### config.mk
export PLATFORM = sky130hd
export DESIGN_NAME = uart_rx_cfg
export DESIGN_NICKNAME = d
export VERILOG_FILES = /design/src/rtl/uart_rx_cfg.sv
export SDC_FILE = /design/constraint.sdc
export NUM_CORES = 1
export LEC_CHECK = 0
export ABC_AREA = 1
export CORE_MARGIN = 2
export CORE_UTILIZATION = 40
export DETAILED_ROUTE_END_ITERATION = 16
export SLEW_MARGIN = 20
export SYNTH_ARGS = -nofsm -noshare
export SYNTH_HDL_FRONTEND = slang
export SYNTH_SLANG_ARGS = --single-unit
### constraint.sdc
create_clock -name clk -period 2.2 [get_ports clk]
set_input_delay 0.33 -clock clk [delete_from_list [all_inputs] [get_ports clk]]
set_output_delay 0.33 -clock clk [all_outputs]
set_load 0.1 [all_outputs]
### src/rtl/uart_rx_cfg.sv
`timescale 1ns/1ps
// Configurable UART receiver: 2-FF synchroniser, 3-sample majority vote around mid-bit,
// false-start rejection, parity / framing / break flags, one done tick per frame.
module uart_rx_cfg #(
    parameter int c_clkfreq    = 100_000_000,
    parameter int c_baudrate   = 115_200,
    parameter int c_databits   = 8,
    parameter int c_parity     = 0,
    parameter int c_stopbits   = 1,
    parameter int c_oversample = 16
) (
    input  logic                  clk,
    input  logic                  rst,
    input  logic                  rx_in_i,
    output logic [c_databits-1:0] dout_o,
    output logic                  rx_done_tick_o,
    output logic                  parity_err_o,
    output logic                  frame_err_o,
    output logic                  break_o,
    output logic                  busy_o,
    output logic [2:0]            state_dbg
);
    // rx_done_tick_o is a one-cycle valid with no ready: the consumer must take
    // dout_o and the flags on that cycle or later; they hold until the next tick.

    localparam int c_div  = c_clkfreq / (c_baudrate * c_oversample);
    localparam int c_divw = $clog2(c_div + 1);
    localparam int c_sw   = $clog2(c_oversample);
    localparam int c_bw   = $clog2(c_databits + 1 + c_stopbits + 1);

    typedef enum logic [2:0] {
        s_idle      = 3'd0,
        s_start     = 3'd1,
        s_data      = 3'd2,
        s_parity    = 3'd3,
        s_stop      = 3'd4,
        s_wait_high = 3'd5
    } state_t;

    state_t state, state_n;

    logic                  sync_q1, rxs;
    logic [c_divw-1:0]     div_cnt;
    logic [c_sw-1:0]       s_cnt;
    logic [c_bw-1:0]       bit_cnt;
    logic                  samp0, samp1;
    logic [c_databits-1:0] shreg;
    logic                  par_err, frame_acc, all_low;

    logic tick, smp_a, smp_b, dec, vote, last_data, last_stop, restart, finish, par_bad;

    assign tick      = (div_cnt == c_divw'(c_div - 1));
    assign smp_a     = tick && (s_cnt == c_sw'(c_oversample / 2 - 1));
    assign smp_b     = tick && (s_cnt == c_sw'(c_oversample / 2));
    assign dec       = tick && (s_cnt == c_sw'(c_oversample / 2 + 1));
    assign vote      = (samp0 & samp1) | (samp0 & rxs) | (samp1 & rxs);
    assign last_data = (bit_cnt == c_bw'(c_databits - 1));
    assign last_stop = (bit_cnt == c_bw'(c_stopbits - 1));
    assign restart   = (state == s_idle) && !rxs;
    assign finish    = (state == s_stop) && dec && last_stop;
    // Odd mode flags an even total of ones, even mode an odd total.
    assign par_bad   = (c_parity == 1) ? ~(^shreg ^ vote) : (^shreg ^ vote);

    assign busy_o    = (state != s_idle);
    assign state_dbg = state;

    always_comb begin
        state_n = state;
        case (state)
            s_idle:      if (!rxs) state_n = s_start;
            s_start:     if (dec) state_n = vote ? s_idle : s_data;
            s_data:      if (dec && last_data) state_n = (c_parity != 0) ? s_parity : s_stop;
            s_parity:    if (dec) state_n = s_stop;
            s_stop:      if (dec && last_stop) state_n = vote ? s_idle : s_wait_high;
            s_wait_high: if (rxs) state_n = s_idle;
            default:     state_n = s_idle;
        endcase
    end

    always_ff @(posedge clk or posedge rst) begin
        if (rst) begin
            state <= s_idle;
        end else begin
            state <= state_n;
        end
    end

    always_ff @(posedge clk or posedge rst) begin
        if (rst) begin
            sync_q1        <= 1'b1;
            rxs            <= 1'b1;
            div_cnt        <= '0;
            s_cnt          <= '0;
            bit_cnt        <= '0;
            samp0          <= 1'b0;
            samp1          <= 1'b0;
            shreg          <= '0;
            par_err        <= 1'b0;
            frame_acc      <= 1'b0;
            all_low        <= 1'b0;
            dout_o         <= '0;
            rx_done_tick_o <= 1'b0;
            parity_err_o   <= 1'b0;
            frame_err_o    <= 1'b0;
            break_o        <= 1'b0;
        end else begin
            sync_q1        <= rx_in_i;
            rxs            <= sync_q1;
            rx_done_tick_o <= finish;

            // Restarting both counters on the falling edge aligns the bit phase to it.
            if (restart || tick) div_cnt <= '0;
            else                 div_cnt <= div_cnt + c_divw'(1);

            if (restart)   s_cnt <= '0;
            else if (tick) s_cnt <= (s_cnt == c_sw'(c_oversample - 1)) ? '0 : s_cnt + c_sw'(1);

            if (smp_a) samp0 <= rxs;
            if (smp_b) samp1 <= rxs;

            if (dec) begin
                case (state)
                    s_start: begin
                        bit_cnt   <= '0;
                        par_err   <= 1'b0;
                        frame_acc <= 1'b0;
                        all_low   <= 1'b1;
                    end
                    s_data: begin
                        shreg   <= {vote, shreg[c_databits-1:1]};
                        all_low <= all_low & ~vote;
                        bit_cnt <= last_data ? '0 : bit_cnt + c_bw'(1);
                    end
                    s_parity: begin
                        par_err <= par_bad;
                        all_low <= all_low & ~vote;
                    end
                    s_stop: begin
                        frame_acc <= frame_acc | ~vote;
                        all_low   <= all_low & ~vote;
                        bit_cnt   <= bit_cnt + c_bw'(1);
                        if (last_stop) begin
                            dout_o       <= shreg;
                            parity_err_o <= par_err;
                            frame_err_o  <= frame_acc | ~vote;
                            break_o      <= all_low & ~vote;
                        end
                    end
                    default: ;
                endcase
            end
        end
    end

endmodule

# [Word level (Yosys, flattened, before mapping)]
# Index checks and enable logic that the tools add are counted.
[word_totals] register_bits=44 in_bits=3 output_inout_bits=16 elab_cells=91
[classes] n_addsub=3 eq_ne=17 n_mux=18 bitwise=9 reduce_logical=27
[ops] cell="$mux W3" n=7
[ops] cell="$pmux W3 S6" n=1
[ops] cell="$mux W4" n=4
[ops] cell="$eq A4 B4 Y1 const B" n=3
[ops] cell="$pmux W4 S3" n=1
[ops] cell="$ne A2 B2 Y1 const B" n=5
[ops] cell="$reduce_and A2 Y1" n=5
[ops] cell="$add A4 B1 Y4 const B" n=2
[ops] cell="$eq A4 B3 Y1 const B" n=2
[ops] cell="$logic_and A1 B1 Y1" n=8
[ops] cell="$reduce_bool A2 Y1" n=4
[ops] cell="$reduce_xor A8 Y1" n=1
[ops] cell="$add A6 B1 Y6 const B" n=1
[ops] cell="$eq A3 B2 Y1 const B" n=2
[ops] cell="$eq A3 B3 Y1 const B" n=2
[ops] cell="$eq A6 B6 Y1 const B" n=1
[ops] cell="$mux W6" n=1
[ops] cell="$pmux W1 S2" n=3
[ops] cell="$reduce_and A6 Y1" n=1
[ops] cell="$reduce_bool A3 Y1" n=2
[ops] cell="$and A1 B1 Y1" n=4
[ops] cell="$logic_not A4 Y1" n=1
[ops] cell="$eq A3 B1 Y1 const B" n=1
[ops] cell="$logic_not A3 Y1" n=1
[ops] cell="other kinds (9)" n=11

# [Longest topological paths before layout]
[logic_depth] depth_word=6 ltp_mapped=12 ltp_nobuf=11

# [Worst setup path before layout]
# No wires, ideal clock.
[synth_path] path_type="register -> register" from="register state[0] (netlist: state_dbg[0])" to="register state[0] (netlist: state_dbg[0])" setup_ns=0.123 arrival_ns=2.199 required_time_ns=2.077 path_slack_ns=-0.122 path_stages_with_launch=8 n_path_buf=0 period_less_slack_ns=2.322 path_cell_list="dfrtp_1 nor2_1 inv_1 nor2_1 inv_1 nand2_1 nand4_1 nand2_1"
[synth_between] elab_chain_len=3 elab_cells_between_ends=14 cone_classes="11 x eq/ne; 1 x mux; 2 x reduce/logical"
[synth_rtl] element="start, declared" line="40" source="state_t state, state_n;"
[synth_rtl] element="start signal, assigned" line="82" source="state <= s_idle;"
[synth_rtl] element="start signal, assigned" line="84" source="state <= state_n;"
[synth_rtl] element="$eq A3 B2 Y1, or another cell as far along" line="69" source="case (state)"
[synth_rtl] element="$ne A2 B2 Y1 (no source line) / $ne A2 B1 Y1 (equally long branches)"
[synth_rtl] element="$reduce_and A6 Y1 (no source line)"
# Several ways; a longest one is shown, not always the timed one.
# A chain may end at the register's enable or synchronous reset.

# [Final worst setup path]
[layout_path] from="register state[0] (netlist: state_dbg[0])" to="output port busy_o"
[layout_between] elab_chain_len=1
[layout_rtl] element="$reduce_bool A3 Y1" line="64" source="assign busy_o = (state != s_idle);"
[layout_rtl] element="end, declared" line="20" source="output logic busy_o,"
# No other way between the ends.

==> impl_metrics.toml <==
[outcome]
outcome = "completed"

[global_route]
grt_max_degree = 45
antenna_found_initial = 0
track_usage_pct = 14.5
use_met1_pct = 18.7
grt_pass1_wl_um = 7270
grt_remaining_overflow = 0
met2_usage_pct = 23.3
use_met3_pct = 4.07
first_global_vias = 1712
top_usage_layer = "met2"

[place]
hpwl_um = 2910
port_buffers = 18
gp_congestion = 0.754

[die]
coreArea_um2 = 5510
rows = 27
fp.dieW_um = 79.6
die_height_um = 79.6
io_pins = 19
die_area_um2 = 6340
start_util_pct = 41.6

[sta]
holdWs_ns = 0.358
hold_viol = 0
fin_skew_ns = 0.00482
fin_setup_tns_ns = 0
rsz0062_at_grt = "false"
fin_crit_ns = 1.77
max_freq_ghz = 0.564
finalSetupViolCount = 0
tightest_slew_ns = 0.544
slew_violations = 0
finalCritPeriodShare_pct = 80.6
slew-limit-headroom_pct = 63.8

[yosys]
muxShareOfSynthArea_pct = 0
synth_area_leaders = "dfrtp_1 (46%), nand2_1 (16%), inv_1 (5.6%)"
yosys.area_share.adder_pct = 3.83
synth_cell_types = 27
synth_seq_cells = 44
syn_inst = 285
synthSimpleGateAreaFrac_pct = 29.0
synth_top_family_by_area = "simple AND/OR/NAND/NOR gates"
synthXorXnorAreaFrac_pct = 1.53
synth_nets = 295
synth_top_area_cell = "dfrtp_1"
synth_top_area_share_pct = 45.9
syn-cell-area_um2 = 2290
ys_warn_count = 0
syn_avg_cell_area_um2 = 8.03
ys_seq_area_share_pct = 48.2
synth_compound_area_share_pct = 9.68

[route]
finalWirelength_um = 3920
dr.pass1.iters = 4
wl_per_cell_um = 10.3
drc = 0
vias_per_cell = 4.58
via_count = 1748
drt_iter0_drc = 108
ant_nets = 0

[final_layout]
syn2layout_area_growth_pct = 13.7
final_common_cell = "nand2_1"
final_cell_mix = "nand2_1 (95), dfrtp_1 (40), inv_1 (33)"
nets = 319
n_antenna_cell = 0
drive_gt1_share_pct = 15.8

[cts]
clock_sinks = 44
cts_resized = 0
clock_latency_ns = 0.29
cts.path.max_buffers = 2
clk_pin_slew_ns = 0.08
cts_hold_buf = 0
cts_buffers = 5
root_buffer = "clkbuf_8"
ctsHtreeMaxLevel = 2
post_cts_buffers = 0
cts_tree = "done"

[pwr]
p_int_mw = 1.07
power.leakage_nw = 1.30
sw_frac_of_total_pct = 20.6
p_switching_mw = 0.277
power_frac_comb_pct = 1.7
p_clk_share_pct = 38.2
peakVddDrop_mv = 0.227
p_total_mw = 1.35
p_seq_share_pct = 60.2
power_density_nw_per_um2 = 519

[critical_path]
path_max_fanout = 7
crit_arrival_ns = 1.44
crit_required_ns = 1.87
cp-end-kind = "primary output"
r2r_cells = 7
start_kind = "flop"
path_class = "reg2out"

[job]
drv_cap = 0

[min_path]
hold_class = "reg2reg"
hold_depth = 0
[metal layers]
metal / vias to the layer above / routed length [µm]
met5: - / 0
met4: 0 / 28
met3: 3 / 136
met2: 28 / 1780
met1: 771 / 1980
li1: 946 / -
[synth_stat cells (all sizes together)]
| master | n |
|---|---|
| xor2 | 4 |
| o21ai | 32 |
| a21oi | 3 |
| clkinv | 1 |
| nor3b | 1 |
| a31oi | 1 |
| nand4 | 5 |
| nor3 | 2 |
| o21a | 1 |
| dfstp | 2 |
| buf | 2 |
| dfrtp | 42 |
| inv | 40 |
| nor2 | 22 |
| ha | 7 |
| nand2 | 99 |
| and3b | 1 |
| nand3 | 20 |
[sequential cells by signal, indices dropped and copies added (netlist names)]
| register | cells |
|---|---|
| parity_err_o | 1 |
| shreg | 8 |
| sync_q1 | 1 |
| bit_cnt | 4 |
| dout_o | 8 |
| frame_acc | 1 |
| par_err | 1 |
| rxs | 1 |
| div_cnt | 6 |
| samp1 | 1 |
| samp0 | 1 |
| all_low | 1 |
| s_cnt | 4 |
| frame_err_o | 1 |
| rx_done_tick_o | 1 |
| state_dbg | 3 |
| break_o | 1 |
[final timing paths]
| kind | from | slack (ns) | to |
|---|---|---|---|
| max | state_dbg[0]$_DFFE_PP0P_ | 0.43 | busy_o |
| min | sync_q1$_DFF_PP1_ | 0.36 | rxs$_DFF_PP1_ |
| max reg2reg | state_dbg[2]$_DFFE_PP0P_ | 0.55 | bit_cnt[1]$_DFFE_PP0P_ |
| min reg2reg | sync_q1$_DFF_PP1_ | 0.36 | rxs$_DFF_PP1_ |
| max in group asynchronous | rst | 1.34 | state_dbg[0]$_DFFE_PP0P_ |
| min in group asynchronous | rst | 0.46 | dout_o[0]$_DFFE_PP0P_ |
[per-stage QoR]
stage | setup WS [ns] | utilization (%) | area (µm²) | std cells
3_3_place_gp | 0.533 | 45.6 | 2510 | 374
4_1_cts | 0.408 | 47.3 | 2600 | 382
6_report | 0.427 | 47.3 | 2600 | 382
3_5_place_dp | 0.572 | 45.6 | 2510 | 374
5_1_grt | 0.275 | 47.3 | 2600 | 382
2_1_floorplan | 0.0267 | - | 2290 | 285
[area by class of cell]
| cell class | count | area, µm² |
|---|---|---|
| well taps | 72 | 90.1 |
| clock buffers | 8 | 90.1 |
| fillers | 568 | 2900 |
| repair buffers | 19 | 148 |
| multi-input cells | 198 | 1010 |
| flip-flops and latches | 44 | 1110 |
| inverters | 41 | 161 |
[cell families after synthesis]
group | count (synthesis)
AND/OR/NAND/NOR | 150
flip-flops | 44
buffers and inverters | 43
AO/OA/AOI/OAI | 37
adder cells (fa/ha/maj) | 7
XOR/XNOR | 4
[critical path, cell delays in order (launching register included)]
cell     delay [ns]
dfrtp_2        0.46
nor2_1         0.15
inv_1          0.07
nor2_1         0.16
inv_1          0.08
buf_4          0.24
[power by group through the flow]
stage,logic [mW],registers (mW),clock network [mW]
2_1_floorplan,0.0142,0.828,0
4_1_cts,0.0242,0.812,0.540
3_5_place_dp,0.0245,0.828,0
6_report,0.0226,0.812,0.515
3_3_place_gp,0.0243,0.828,0
5_1_grt,0.0275,0.813,0.568
Power figures use the tool's default switching activity.
